**src/rtl/cpu_sequencer.sv**
```systemverilog
// rtl/cpu_sequencer.sv - multi-cycle controller for the 16-bit register/ALU datapath
// Optional illegal-instruction trap state: define CPU_SEQ_ILLEGAL_TRAP_EN.
module cpu_sequencer #(
    parameter int DATA_W = 16
) (
    input  logic              clk,
    input  logic              reset,
    input  logic              s,
    input  logic [15:0]       in,
    output logic              w,
    output logic [2:0]        readnum,
    output logic [2:0]        writenum,
    output logic              write,
    output logic              loada,
    output logic              loadb,
    output logic              loadc,
    output logic              asel,
    output logic              bsel,
    output logic [1:0]        vsel,
    output logic [1:0]        shift,
    output logic [1:0]        ALUop,
    output logic [DATA_W-1:0] sximm5,
    output logic [DATA_W-1:0] sximm8,
    output logic              err
);

    typedef enum logic [2:0] {
        ST_WAIT   = 3'd0,
        ST_DECODE = 3'd1,
        ST_GET_A  = 3'd2,
        ST_GET_B  = 3'd3,
        ST_ALU    = 3'd4,
        ST_WB_REG = 3'd5,
        ST_WB_IMM = 3'd6
`ifdef CPU_SEQ_ILLEGAL_TRAP_EN
        ,
        ST_HALT   = 3'd7
`endif
    } state_t;

    state_t      state_q, state_d;
    logic [15:0] ir_q, ir_d;

    logic [2:0] opc, rn, rd, rm;
    logic [1:0] op, sh;
    logic       is_movi, is_mov, is_add, is_cmp, is_and, is_mvn;
    logic       write_raw;

    assign opc = ir_q[15:13];
    assign op  = ir_q[12:11];
    assign rn  = ir_q[10:8];
    assign rd  = ir_q[7:5];
    assign sh  = ir_q[4:3];
    assign rm  = ir_q[2:0];

    assign is_movi = (opc == 3'b110) && (op == 2'b10);
    assign is_mov  = (opc == 3'b110) && (op == 2'b00);
    assign is_add  = (opc == 3'b101) && (op == 2'b00);
    assign is_cmp  = (opc == 3'b101) && (op == 2'b01);
    assign is_and  = (opc == 3'b101) && (op == 2'b10);
    assign is_mvn  = (opc == 3'b101) && (op == 2'b11);

    assign sximm8 = {{(DATA_W-8){ir_q[7]}}, ir_q[7:0]};
    assign sximm5 = {{(DATA_W-5){ir_q[4]}}, ir_q[4:0]};

    always_comb begin
        state_d = state_q;
        ir_d    = ir_q;
        unique case (state_q)
            ST_WAIT: begin
                if (s) begin
                    ir_d    = in;
                    state_d = ST_DECODE;
                end
            end
            ST_DECODE: begin
                if (is_movi)
                    state_d = ST_WB_IMM;
                else if (is_mov || is_mvn)
                    state_d = ST_GET_B;
                else if (is_add || is_and || is_cmp)
                    state_d = ST_GET_A;
                else
`ifdef CPU_SEQ_ILLEGAL_TRAP_EN
                    state_d = ST_HALT;
`else
                    state_d = ST_WAIT;
`endif
            end
            ST_GET_A:  state_d = ST_GET_B;
            ST_GET_B:  state_d = ST_ALU;
            ST_ALU:    state_d = is_cmp ? ST_WAIT : ST_WB_REG;
            ST_WB_REG: state_d = ST_WAIT;
            ST_WB_IMM: state_d = ST_WAIT;
`ifdef CPU_SEQ_ILLEGAL_TRAP_EN
            ST_HALT:   state_d = ST_HALT;
`endif
            default:   state_d = ST_WAIT;
        endcase
    end

    always_ff @(posedge clk) begin
        if (reset) begin
            state_q <= ST_WAIT;
        end else begin
            state_q <= state_d;
            ir_q    <= ir_d;
        end
    end

    // ALUop stays ADD outside the ALU state so status flags only move on CMP.
    always_comb begin
        w         = 1'b0;
        readnum   = 3'b000;
        writenum  = 3'b000;
        write_raw = 1'b0;
        loada     = 1'b0;
        loadb     = 1'b0;
        loadc     = 1'b0;
        asel      = 1'b0;
        bsel      = 1'b0;
        vsel      = 2'b00;
        shift     = 2'b00;
        ALUop     = 2'b00;
        err       = 1'b0;
        unique case (state_q)
            ST_WAIT: w = 1'b1;
            ST_GET_A: begin
                readnum = rn;
                loada   = 1'b1;
            end
            ST_GET_B: begin
                readnum = rm;
                loadb   = 1'b1;
            end
            ST_ALU: begin
                shift = sh;
                ALUop = op;
                asel  = is_mov || is_mvn;
                loadc = !is_cmp;
            end
            ST_WB_REG: begin
                vsel      = 2'b11;
                writenum  = rd;
                write_raw = 1'b1;
            end
            ST_WB_IMM: begin
                vsel      = 2'b01;
                writenum  = rn;
                write_raw = 1'b1;
            end
`ifdef CPU_SEQ_ILLEGAL_TRAP_EN
            ST_HALT: err = 1'b1;
`endif
            default: ;
        endcase
    end

    // A reset landing on a writeback edge must not commit the register write.
    assign write = write_raw & ~reset;

endmodule

```
**config.mk**
```make
export PLATFORM = sky130hd
export DESIGN_NAME = cpu_sequencer
export DESIGN_NICKNAME = d
export VERILOG_FILES = /design/src/rtl/cpu_sequencer.sv
export SDC_FILE = /design/constraint.sdc
export NUM_CORES = 1
export LEC_CHECK = 0
export ABC_AREA = 1
export CAP_MARGIN = 20
export CORE_UTILIZATION = 33
export CTS_CLUSTER_SIZE = 8
export DETAILED_ROUTE_END_ITERATION = 7
export PLACE_DENSITY = 0.74
export SYNTH_ARGS = -nofsm -noshare
export SYNTH_HDL_FRONTEND = slang
export SYNTH_SLANG_ARGS = --single-unit
```
**constraint.sdc**
```tcl
create_clock -name clk -period 2 [get_ports clk]
set_clock_uncertainty 0.2 [all_clocks]
set_input_delay 0.5 -clock clk [delete_from_list [all_inputs] [get_ports clk]]
set_output_delay 0.5 -clock clk [all_outputs]
set_load 0.01 [all_outputs]
```
Word-level counts from Yosys, hierarchy flattened
Cells that the tools add are included.

Flip-flop bits (word level): 19. Bits in latches: 0. RAM bits: 0. ROM bits: 0. Memories: 0.

$add $sub $neg: 0. $mul: 0. Divide/modulo/power cells: 0. Magnitude comparators: 0. Equality and inequality tests: 12. Shifts and indexed selects: 0. Multiplexer cells: 17. Bitwise operators: 2. Reduce and logical (&&, ||, !) cells: 14.

Operators with widths (count): equality test 3 bit, second input constant (5); one-hot mux 3 bit (5 select lines) (1); one-hot mux 3 bit (2 select lines) (2); two-way mux 3 bit (3); two-way mux 2 bit (4); equality test 3 x 2 -> 1 bit, second input constant (2); logical AND 1 bit (6); two-way mux 1 bit (6); equality test 2 bit, second input constant (2); one-hot mux 2 bit (2 select lines) (1); equality test 3 x 1 -> 1 bit, second input constant (1); zero test 3 bit (1); logical OR 1 bit (3); AND reduction 3 bit (1); equality test 2 x 1 -> 1 bit, second input constant (1); zero test 2 bit (1); != test 2 bit, second input constant (1); OR reduction 2 bit (1); AND 1 bit (1); zero test 1 bit (1); NOT 1 bit (1).

Longest topological paths before layout
Gate-level depths: netlist (run 1).

Depth in word-level cells: 8. Depth in mapped cells: 7.

Least setup slack after synthesis (run 1)
Ideal clock, no wire load.

Path type: flip-flop to flip-flop. Start: register state_q[2]. End: register ir_q[0] (enable). Arrival: 1614 ps. Required time: 1411 ps. Slack: -203 ps. Cell stages (with the launch flop): 5. Path buffers: 1. Clock period less this slack: 2203 ps. Cells stage by stage: dfxtp_1 clkbuf_2 nor3_1 nand2_1 nor2_1.

Cells in the longest elaborated chain, start to end: 2.

RTL lines: start: declaration (RTL line 41) `state_t state_q, state_d;`; start signal: assignment (RTL line 106) `state_q <= state_d;`; zero test 3 bit (RTL line 69) `unique case (state_q)`; AND reduction 3 bit (no line); end signal: assignment (RTL line 107) `ir_q <= ir_d;`; end: declaration (RTL line 42) `logic [15:0] ir_q, ir_d;`.

Every way passes these cells. A chain may end at the register's enable or synchronous reset.

Final worst setup path (run 1)
Start: register state_q[2]. End: output asel.

Cells in the longest elaborated chain, start to end: 2.

RTL lines: equality test 3 bit (RTL line 126) `unique case (state_q)`; two-way mux 1 bit (RTL line 126); end: declaration (RTL line 17) `output logic asel,`.

Every way passes these cells.

==> summary.txt, run 1 <==
Detailed routing
  • Vias per cell: 4.39
  • Initial DRT Pass Iterations: 4
  • Drt total wl: 3070 um
  • DRC: 0
  • Antenna viol nets, final: 0
  • Vias after detailed routing: 1067
  • 1st-iter DRT viols: 25
  • WL/cell: 12.6 um

Outcome
  • Failing checks: setup timing
  • Outcome: finished with violations

Setup path
  • Kind of critical path: reg2out
  • Slowest cell delay on critical path: 430 ps
  • Crit. Startpoint: state_q[2]$_SDFFE_PP0P_
  • Crit path arrival time: 1350 ps
  • Crit Reg-Reg Startpoint: state_q[1]$_SDFFE_PP0P_
  • Startpoint Class: flop
  • Worst path slowest cell: dfxtp_4
  • CP required: 1300 ps
  • Crit. End Element: output port
  • Cell Chain, Critical Path: buf_6 > nand2_2 > nor2_4 > inv_4 > a21oi_2 > buf_2
  • Max FO, Critical Path: 7

Clock tree
  • CTS sink cnt: 19
  • Max H-tree Level: 1
  • CTS tree: yes
  • Max clock buf depth: 2
  • Clk_lat worst skew: 290 ps
  • CTS buffer count: 3
  • Root Buffer: clkbuf_4
  • Clock transition at path regs: 110 ps

Synth
  • Synth Instances: 129
  • Yosys top cell by area: edfxtp_1
  • Ys async rst share: 0
  • Seq/Total Area, Yosys: 0.482
  • #FFs+latches synth: 19
  • Synth cell count leaders: buf_4, nand2_1, inv_1
  • Unique masters post-synth: 13
  • Count leader, synth: buf_4
  • Top post-synthesis cells by area: edfxtp_1, buf_4, nand2_1, inv_1, dfxtp_1
  • Top_reg_cell synth: edfxtp_1
  • Yosys warns: 0
  • Mapped cell area: 1120 sq um
  • Avg Cell Area, Syn: 8.69 sq um
  • EDFF count, synth: 16
  • Top-area cell type share of the netlist area: 0.429

STA
  • Fin. Hold Viols: 0
  • Maximum clock rate: 487 MHz
  • Final WS setup: -53.2 ps
  • Minimum clock period: 2050 ps
  • Final slew viol count: 0
  • Setup TNS: -193 ps
  • Hold Slack: 512 ps
  • Fin crit share: 1.03
  • RSZ-0062 raised after global routing: yes
  • Final setup viols: 8

Floorplanning
  • DIE WIDTH: 60.3 um
  • Die height: 60.3 um
  • Num rows: 20
  • Die area: 3630 sq um
  • Initial Utilization: 0.358
  • Core area: 3130 sq um
  • IO Count: 71

Placement
  • Buffers on Ports: 68
  • Placed cell areas: 1750 sq um
  • Routability cong.: 0.742
  • Setup Slack @ Placement: -298 ps
  • Final HPWL DP: 2100 um
  • Placed Instances: 226

Power
  • P_leak: 0.911 nW
  • Pwr Density: 449 nW/um^2
  • Peak supply drop: 410 uV
  • Design Power: 841 uW

Global routing
  • Largest net degree at the start of global routing: 14
  • All-Layer GR Usage: 0.152
  • Number of global-route vias before repair: 966
  • Initial antenna violation count: 0
  • GRT overflow: 0
  • First-pass GRT wire length: 4010 um

Finish
  • Sequential Area: 552 sq um
  • Post-layout utilization of the core: 0.599
  • Fin area: 1870 sq um
  • Multi-input gate area: 340 sq um
  • Fillcell total: 283
  • Syn-to-layout area delta: 67.1%
  • Final nets: 219
  • Ratio of cells with drive above 1 in the final layout: 0.402
  • N_diodes: 0
  • Non-filler cells, final: 243

Job
  • Max cap viols: 0

Min path
  • Hold path start: state_q[2]$_SDFFE_PP0P_
  • Worst Hold Class: reg2reg
==> cell families after synthesis <==
kind of cell | after synthesis | synth area share
and+or+nand+nor | 42 | 0.161
DFF | 19 | 0.482
AOI/OAI and AO/OA | 13 | 0.0580
other | 1 | 0.00335
buffers and inverters | 54 | 0.296
==> layout by cell type (no fill, tap or decap) <==
cell type         n
a21oi_1           4
a21oi_2           2
buf_2            13
buf_4            30
buf_6             2
clkbuf_2          3
clkbuf_4          3
clkdlybuf4s15_1   1
clkdlybuf4s15_2   1
clkdlybuf4s50_1  28
clkinv_2          1
conb_1            2
dfxtp_4           3
dlygate4sd2_1    22
edfxtp_1         16
inv_1            15
inv_2             2
inv_4             2
nand2_1          16
nand2_2           3
nand2_4           2
nand3_1           4
nand3_2           2
nand3_4           1
nor2_1            4
nor2_2            6
nor2_4            2
nor3_2            1
nor3_4            1
o21ai_0           1
o21ai_1           6
==> worst paths after layout <==
path | end | slack, ps | depth (start not counted)
setup / recovery | asel | -50 | 6
hold / removal | state_q[1]$_SDFFE_PP0P_ | 510 | 3
setup reg to reg | ir_q[7]$_DFFE_PP_ | 330 | 6
hold reg to reg | state_q[1]$_SDFFE_PP0P_ | 510 | 3
==> routing by layer <==
metal  vias up  track usage  share of wire
met5         -            0              0
met4         0       0.0498          0.018
met3         8       0.0173          0.054
met2        52        0.316           0.58
met1       497        0.151           0.35
li1        510            -              -
==> worst max-delay path: cells and delay by family (launching register included) <==
kind	cells	cell delay (ps)
buf+inv	3	320
compound gates	1	90
simple gates	2	220
flops	1	430
==> power by group <==
part / total (mW) / internal [mW] / leakage, nW / switching (mW)
Clock: 0.192 / 0.0744 / 0.0177 / 0.117
Combinational: 0.185 / 0.105 / 0.718 / 0.0807
Sequential: 0.464 / 0.448 / 0.175 / 0.0160
Total: 0.841 / 0.627 / 0.911 / 0.214
==> state kept, by name (all words and copies together), names as in the netlist <==
register  flops
ir_q         16
state_q       3
==> final cells by class <==
cell class,count,share of cell area
Clock buffer,3,0.0120
Clock inverter,1,0.00267
Inverter,19,0.0407
Multi-Input combinational cell,57,0.182
Sequential cell,19,0.295
Tap cell,44,0.0294
Timing Repair Buffer,100,0.439
==> repair_timing <==
action	CTS	global route
resized for setup	102	32
pin swaps	3	4
gates cloned	0	0
setup endpoints to repair	40	18
setup buffers	9	4
hold buffers	0	0
No activity file was read; power rests on OpenSTA's default activity.
==> inputs of run 2 (changes only) <==
--- a/config.mk
+++ b/config.mk
@@ -10,7 +10,9 @@
 export CORE_UTILIZATION = 33
 export CTS_CLUSTER_SIZE = 8
 export DETAILED_ROUTE_END_ITERATION = 7
+export GPL_TIMING_DRIVEN = 0
 export PLACE_DENSITY = 0.74
+export RECOVER_POWER = 100
 export SYNTH_ARGS = -nofsm -noshare
 export SYNTH_HDL_FRONTEND = slang
 export SYNTH_SLANG_ARGS = --single-unit
==> run 2 against run 1 <==
Against the previous run: the run still ends with setup timing left; worst hold slack got worse by 110 ps; largest power group unchanged; die area is the same; sequential power rose by 0.9%; critical path type unchanged; critical endpoint is now writenum[0].
==> summary.txt, run 2 (synthesized netlist as in run 1, its figures left out) <==
Outcome
  • Outcome: finished with violations
  • Failing checks: setup timing

Global routing
  • Number of global-route vias before repair: 1074
  • All-Layer GR Usage: 0.182
  • Initial antenna violation count: 0
  • First-pass GRT wire length: 4750 um
  • GRT overflow: 0
  • Largest net degree at the start of global routing: 17

Detailed routing
  • Initial DRT Pass Iterations: 4
  • Vias per cell: 4.20
  • WL/cell: 12.1 um
  • 1st-iter DRT viols: 31
  • DRC: 0
  • Vias after detailed routing: 1164
  • Antenna viol nets, final: 0
  • Drt total wl: 3360 um

Clock tree
  • Max clock buf depth: 2
  • CTS tree: yes
  • Clock transition at path regs: 120 ps
  • Max H-tree Level: 1
  • CTS buffer count: 3
  • CTS sink cnt: 19
  • Root Buffer: clkbuf_4
  • Clk_lat worst skew: 320 ps

Finish
  • Fin area: 2300 sq um
  • Commonest non-fill, non-tap cell in the layout: buf_4
  • Max reg flops: 16
  • Leading cell types in the layout, fill and taps excluded: buf_4, buf_6, nand2_1, dlygate4sd3_1, edfxtp_1
  • Syn-to-layout area delta: 105%
  • N_diodes: 0
  • Non-filler cells, final: 277
  • Final nets: 253
  • Reg with most FFs: ir_q
  • Biggest regs: ir_q: 16 flops, state_q: 3 flops
  • Ratio of cells with drive above 1 in the final layout: 0.588

STA
  • RSZ-0062 raised after global routing: yes
  • Final WS setup: -68.3 ps
  • Maximum clock rate: 483 MHz
  • Fin crit share: 1.03
  • Hold Slack: 398 ps
  • Final slew viol count: 0
  • Final setup viols: 12
  • Minimum clock period: 2070 ps
  • Fin. Hold Viols: 0

Setup path
  • Cell Chain, Critical Path: buf_8 > buf_6 > nand3_4 > inv_4 > nand2_1 > o21ai_1 > buf_2
  • CP required: 1300 ps
  • Worst path slowest cell: dfxtp_2
  • Crit. End Element: output port
  • Max FO, Critical Path: 6
  • Startpoint Class: flop
  • Slowest cell delay on critical path: 360 ps
  • Crit path arrival time: 1370 ps
  • Kind of critical path: reg2out

Power
  • P_leak: 1.11 nW
  • Design Power: 922 uW
  • Pwr Density: 400 nW/um^2
  • Peak supply drop: 354 uV

Placement
  • Buffers on Ports: 68
  • Final HPWL DP: 2050 um
  • Placed cell areas: 1860 sq um
  • Placed Instances: 242
  • Routability cong.: 0.688

Floorplanning
  • Core area: 3130 sq um
  • IO Count: 71
  • Initial Utilization: 0.358
  • Die height: 60.3 um
  • Die area: 3630 sq um
  • DIE WIDTH: 60.3 um
  • Num rows: 20

Min path
  • Worst Hold Class: reg2reg

Job
  • Max cap viols: 0
[run 2: changes by cell type in the layout (fill, tap and decap cells not counted), sizes merged]
cell / before / now
clkdlybuf4s50: 28 / 2
clkbuf: 6 / 8
dlygate4sd2: 22 / 5
dlygate4sd3: 0 / 16
buf: 45 / 97
clkdlybuf4s15: 2 / 9
[run 2: layout make-up]
cell class	instances	area [sq um]
Buffer	32	270
Timing Repair Buffer	102	933
Inverter	19	88.8
Sequential cell	19	549
Clock buffer	3	22.5
Fill cell	230	825
Clock inverter	1	5.00
Multi-Input combinational cell	57	379
Tap cell	44	55.1
[run 2: repair_timing]
item	in CTS	in global routing
endpoints found under the setup margin	66	59
pin swaps	6	5
hold buffers	0	0
endpoints found under the hold margin	0	0
gates resized for setup	176	61
buffers inserted	27	7
[run 2: power breakdown]
part / leakage, nW / internal (mW) / switching (mW)
clock network: 0.0177 / 0.0750 / 0.137
logic: 0.921 / 0.146 / 0.0957
registers: 0.175 / 0.449 / 0.0188
total: 1.11 / 0.671 / 0.251
[run 2: path summary, 6_finish.rpt]
kind                      startpoint                 endpoint  slack (ps)  depth (start not counted)
max          state_q[2]$_SDFFE_PP0P_              writenum[0]         -70                          7
max reg2reg  state_q[2]$_SDFFE_PP0P_        ir_q[5]$_DFFE_PP_         180                          7
min               ir_q[13]$_DFFE_PP_  state_q[1]$_SDFFE_PP0P_         400                          3
min reg2reg       ir_q[13]$_DFFE_PP_  state_q[1]$_SDFFE_PP0P_         400                          3
[run 2: through the flow]
stage / setup slack [ps] / TNS, ps / util
floorplan: 29.0 / 0 / -
global placement: -352 / -6260 / 0.596
detailed placement: -368 / -7300 / 0.596
CTS: -115 / -1070 / 0.678
global route: -171 / -1850 / 0.736
finish: -68.3 / -542 / 0.736
[run 2: metal layers]
metal / up-vias / part of all wire / routed length (um) / track usage
met4: 0 / 0.017 / 57 / 0.106
met5: - / 0 / 0 / 0
met2: 48 / 0.56 / 1880 / 0.333
met3: 7 / 0.052 / 173 / 0.0346
li1: 582 / - / - / -
met1: 527 / 0.37 / 1240 / 0.190
[run 2: critical path, delay by kind of cell (launching register included)]
| family | cells | cell delay [ps] |
|---|---|---|
| buffers and inverters | 4 | 480 |
| AND/OR/NAND/NOR | 2 | 120 |
| flip-flops | 1 | 360 |
| AO/OA/AOI/OAI | 1 | 90 |
==> inputs of run 3 (changes only) <==
--- a/config.mk
+++ b/config.mk
@@ -8,6 +8,7 @@
 export ABC_AREA = 1
 export CAP_MARGIN = 20
 export CORE_UTILIZATION = 33
+export CTS_CLUSTER_DIAMETER = 50
 export CTS_CLUSTER_SIZE = 8
 export DETAILED_ROUTE_END_ITERATION = 7
 export GPL_TIMING_DRIVEN = 0
==> constraint.sdc (replaced) <==
create_clock -name clk -period 2 [get_ports clk]
set_clock_uncertainty 0.2 [all_clocks]
set_input_delay 0.5 -clock clk [delete_from_list [all_inputs] [get_ports clk]]
set_output_delay 0.5 -clock clk [all_outputs]
set_load 0.02 [all_outputs]
==> run 3 against run 2 <==
Against the previous run: the run still ends with setup timing left; global-route usage down 2.8 points; total power shrank 5.4%; count of clock-buffer cells in the layout is 1 higher; sequential power is essentially flat; wire length shrank 13%; worst hold slack lost 11 ps; largest power group unchanged; highest routed layer unchanged.
==> summary.txt, run 3 (synthesized netlist as in run 1, its figures left out) <==
Finish
  • N_diodes: 0
  • Final nets: 233
  • Non-filler cells, final: 257
  • Ratio of cells with drive above 1 in the final layout: 0.535
  • Commonest non-fill, non-tap cell in the layout: buf_4
  • Post-layout utilization of the core: 0.614
  • Biggest regs: ir_q: 16 flops, state_q: 3 flops
  • Fillcell total: 273
  • Leading cell types in the layout, fill and taps excluded: buf_4, clkbuf_4, clkbuf_2
  • Reg with most FFs: ir_q
  • Max reg flops: 16
  • Multi-input gate area: 339 sq um
  • Sequential Area: 548 sq um
  • Syn-to-layout area delta: 71.2%

Setup path
  • CP endpoint: asel
  • R2R Setup Slk: 180 ps
  • R2R depth: 4
  • Worst r2r dst: ir_q[7]$_DFFE_PP_
  • Max FO, Critical Path: 3
  • Crit path arrival time: 1300 ps
  • Kind of critical path: reg2out
  • CP required: 1300 ps
  • Crit Reg-Reg Startpoint: state_q[2]$_SDFFE_PP0P_
  • Crit. End Element: output port
  • Crit. Startpoint: ir_q[14]$_DFFE_PP_
  • Startpoint Class: flop

Placement
  • Routability cong.: 0.780
  • Setup Slack @ Placement: -420 ps
  • Final HPWL DP: 2170 um
  • Placed Instances: 242
  • Buffers on Ports: 68

STA
  • Fin crit share: 1.00
  • Maximum clock rate: 500 MHz
  • Setup TNS: -0.367 ps
  • RSZ-0062 raised after global routing: yes
  • Minimum clock period: 2000 ps
  • Fin. Hold Viols: 0
  • Final WS setup: -0.367 ps
  • Final slew viol count: 0
  • Final setup viols: 1

Floorplanning
  • DIE WIDTH: 60.3 um
  • Die height: 60.3 um
  • Num rows: 20
  • IO Count: 71
  • Core area: 3130 sq um
  • Initial Utilization: 0.358
  • Die area: 3630 sq um

Power
  • Peak supply drop: 357 uV
  • P_leak: 0.938 nW
  • Pwr Density: 454 nW/um^2

Detailed routing
  • Vias per cell: 4.11
  • 1st-iter DRT viols: 25
  • Initial DRT Pass Iterations: 4
  • WL/cell: 11.4 um
  • Drt total wl: 2930 um
  • DRC: 0
  • Vias after detailed routing: 1057
  • Antenna viol nets, final: 0

Global routing
  • Number of global-route vias before repair: 970
  • Largest net degree at the start of global routing: 17
  • Initial antenna violation count: 0
  • All-Layer GR Usage: 0.154
  • First-pass GRT wire length: 4130 um
  • GRT overflow: 0

Clock tree
  • CTS sink cnt: 19
  • CTS buffer count: 3
  • CTS tree: yes
  • Clock transition at path regs: 110 ps
  • Max H-tree Level: 1
  • Root Buffer: clkbuf_4
  • Hold Buf Count CTS: 0
  • Clk_lat worst skew: 290 ps
  • Max clock buf depth: 2

Job
  • Max cap viols: 0

Outcome
  • Failing checks: setup timing
  • Outcome: finished with violations

Min path
  • Worst Hold Class: reg2reg
run 3: cell count changes in the layout (fill, tap and decap cells not counted), moves of 3 or more:
cell / change
buf_2: -8
buf_6: -30
clkdlybuf4s15_1: -9
buf_4: -14
inv_2: +3
dlygate4sd2_1: +5
nand2_2: +3
clkbuf_4: +19
clkbuf_2: +13
clkbuf_1: +6
run 3: per-stage QoR:
| stage | hold WS, ps | total power [mW] | instance area, sq um |
|---|---|---|---|
| final | 387 | 0.872 | 1920 |
| after global routing | 387 | 0.920 | 1920 |
| after CTS | 399 | 0.882 | 1890 |
| after detailed placement | 390 | 0.701 | 1870 |
| after global placement | 385 | 0.696 | 1870 |
| after floorplan | 353 | 0.591 | 1130 |
run 3: cell type report:
type / instances / share of cell area
sequential: 19 / 0.286
buffer: 35 / 0.141
tap: 44 / 0.0287
inverter: 19 / 0.0398
clock buffer: 4 / 0.0137
multi-input combinational: 57 / 0.177
timing repair buffer: 79 / 0.315
run 3: routing by layer:
layer  routed length [um]  up-vias  global-route usage  share of wire
met2                 1710       21               0.301           0.58
met5                    0        -                   0              0
met3                   60        2              0.0130          0.021
li1                     -      540                   -              -
met4                   25        0              0.0498         0.0085
met1                 1130      494               0.169           0.39
run 3: repair_timing:
item                                   4_1_cts  5_1_grt
buffers inserted                             7        4
setup endpoints to repair                   50       55
resized for setup                          163       70
endpoints found under the hold margin        0        0
pin swaps                                    3        3
run 3: worst min-delay path by stage:
| stage | start | end | slack, ps | cells past startpoint |
|---|---|---|---|---|
| after global placement | ir_q[13]$_DFFE_PP_ | state_q[1]$_SDFFE_PP0P_ | 390 | 3 |
| final | ir_q[13]$_DFFE_PP_ | state_q[1]$_SDFFE_PP0P_ | 390 | 3 |
| after detailed placement | ir_q[13]$_DFFE_PP_ | state_q[1]$_SDFFE_PP0P_ | 390 | 3 |
| after floorplan | ir_q[13]$_DFFE_PP_ | state_q[1]$_SDFFE_PP0P_ | 350 | 3 |
| after CTS | ir_q[13]$_DFFE_PP_ | state_q[1]$_SDFFE_PP0P_ | 400 | 3 |
| after global routing | reset | state_q[2]$_SDFFE_PP0P_ | 390 | 4 |
run 3: report_power, final:
part | total, mW | internal [mW] | switching, mW
Sequential | 0.467 | 0.450 | 0.0175
Combinational | 0.211 | 0.102 | 0.108
Clock | 0.194 | 0.0774 | 0.116
Total | 0.872 | 0.629 | 0.242
run 3: worst max-delay path, stage by stage, from the launching register on:
cell and delay [ps]:
edfxtp_1 410, nand2_1 80, nor2_2 140, nand2_1 110, a21oi_2 120, buf_4 150
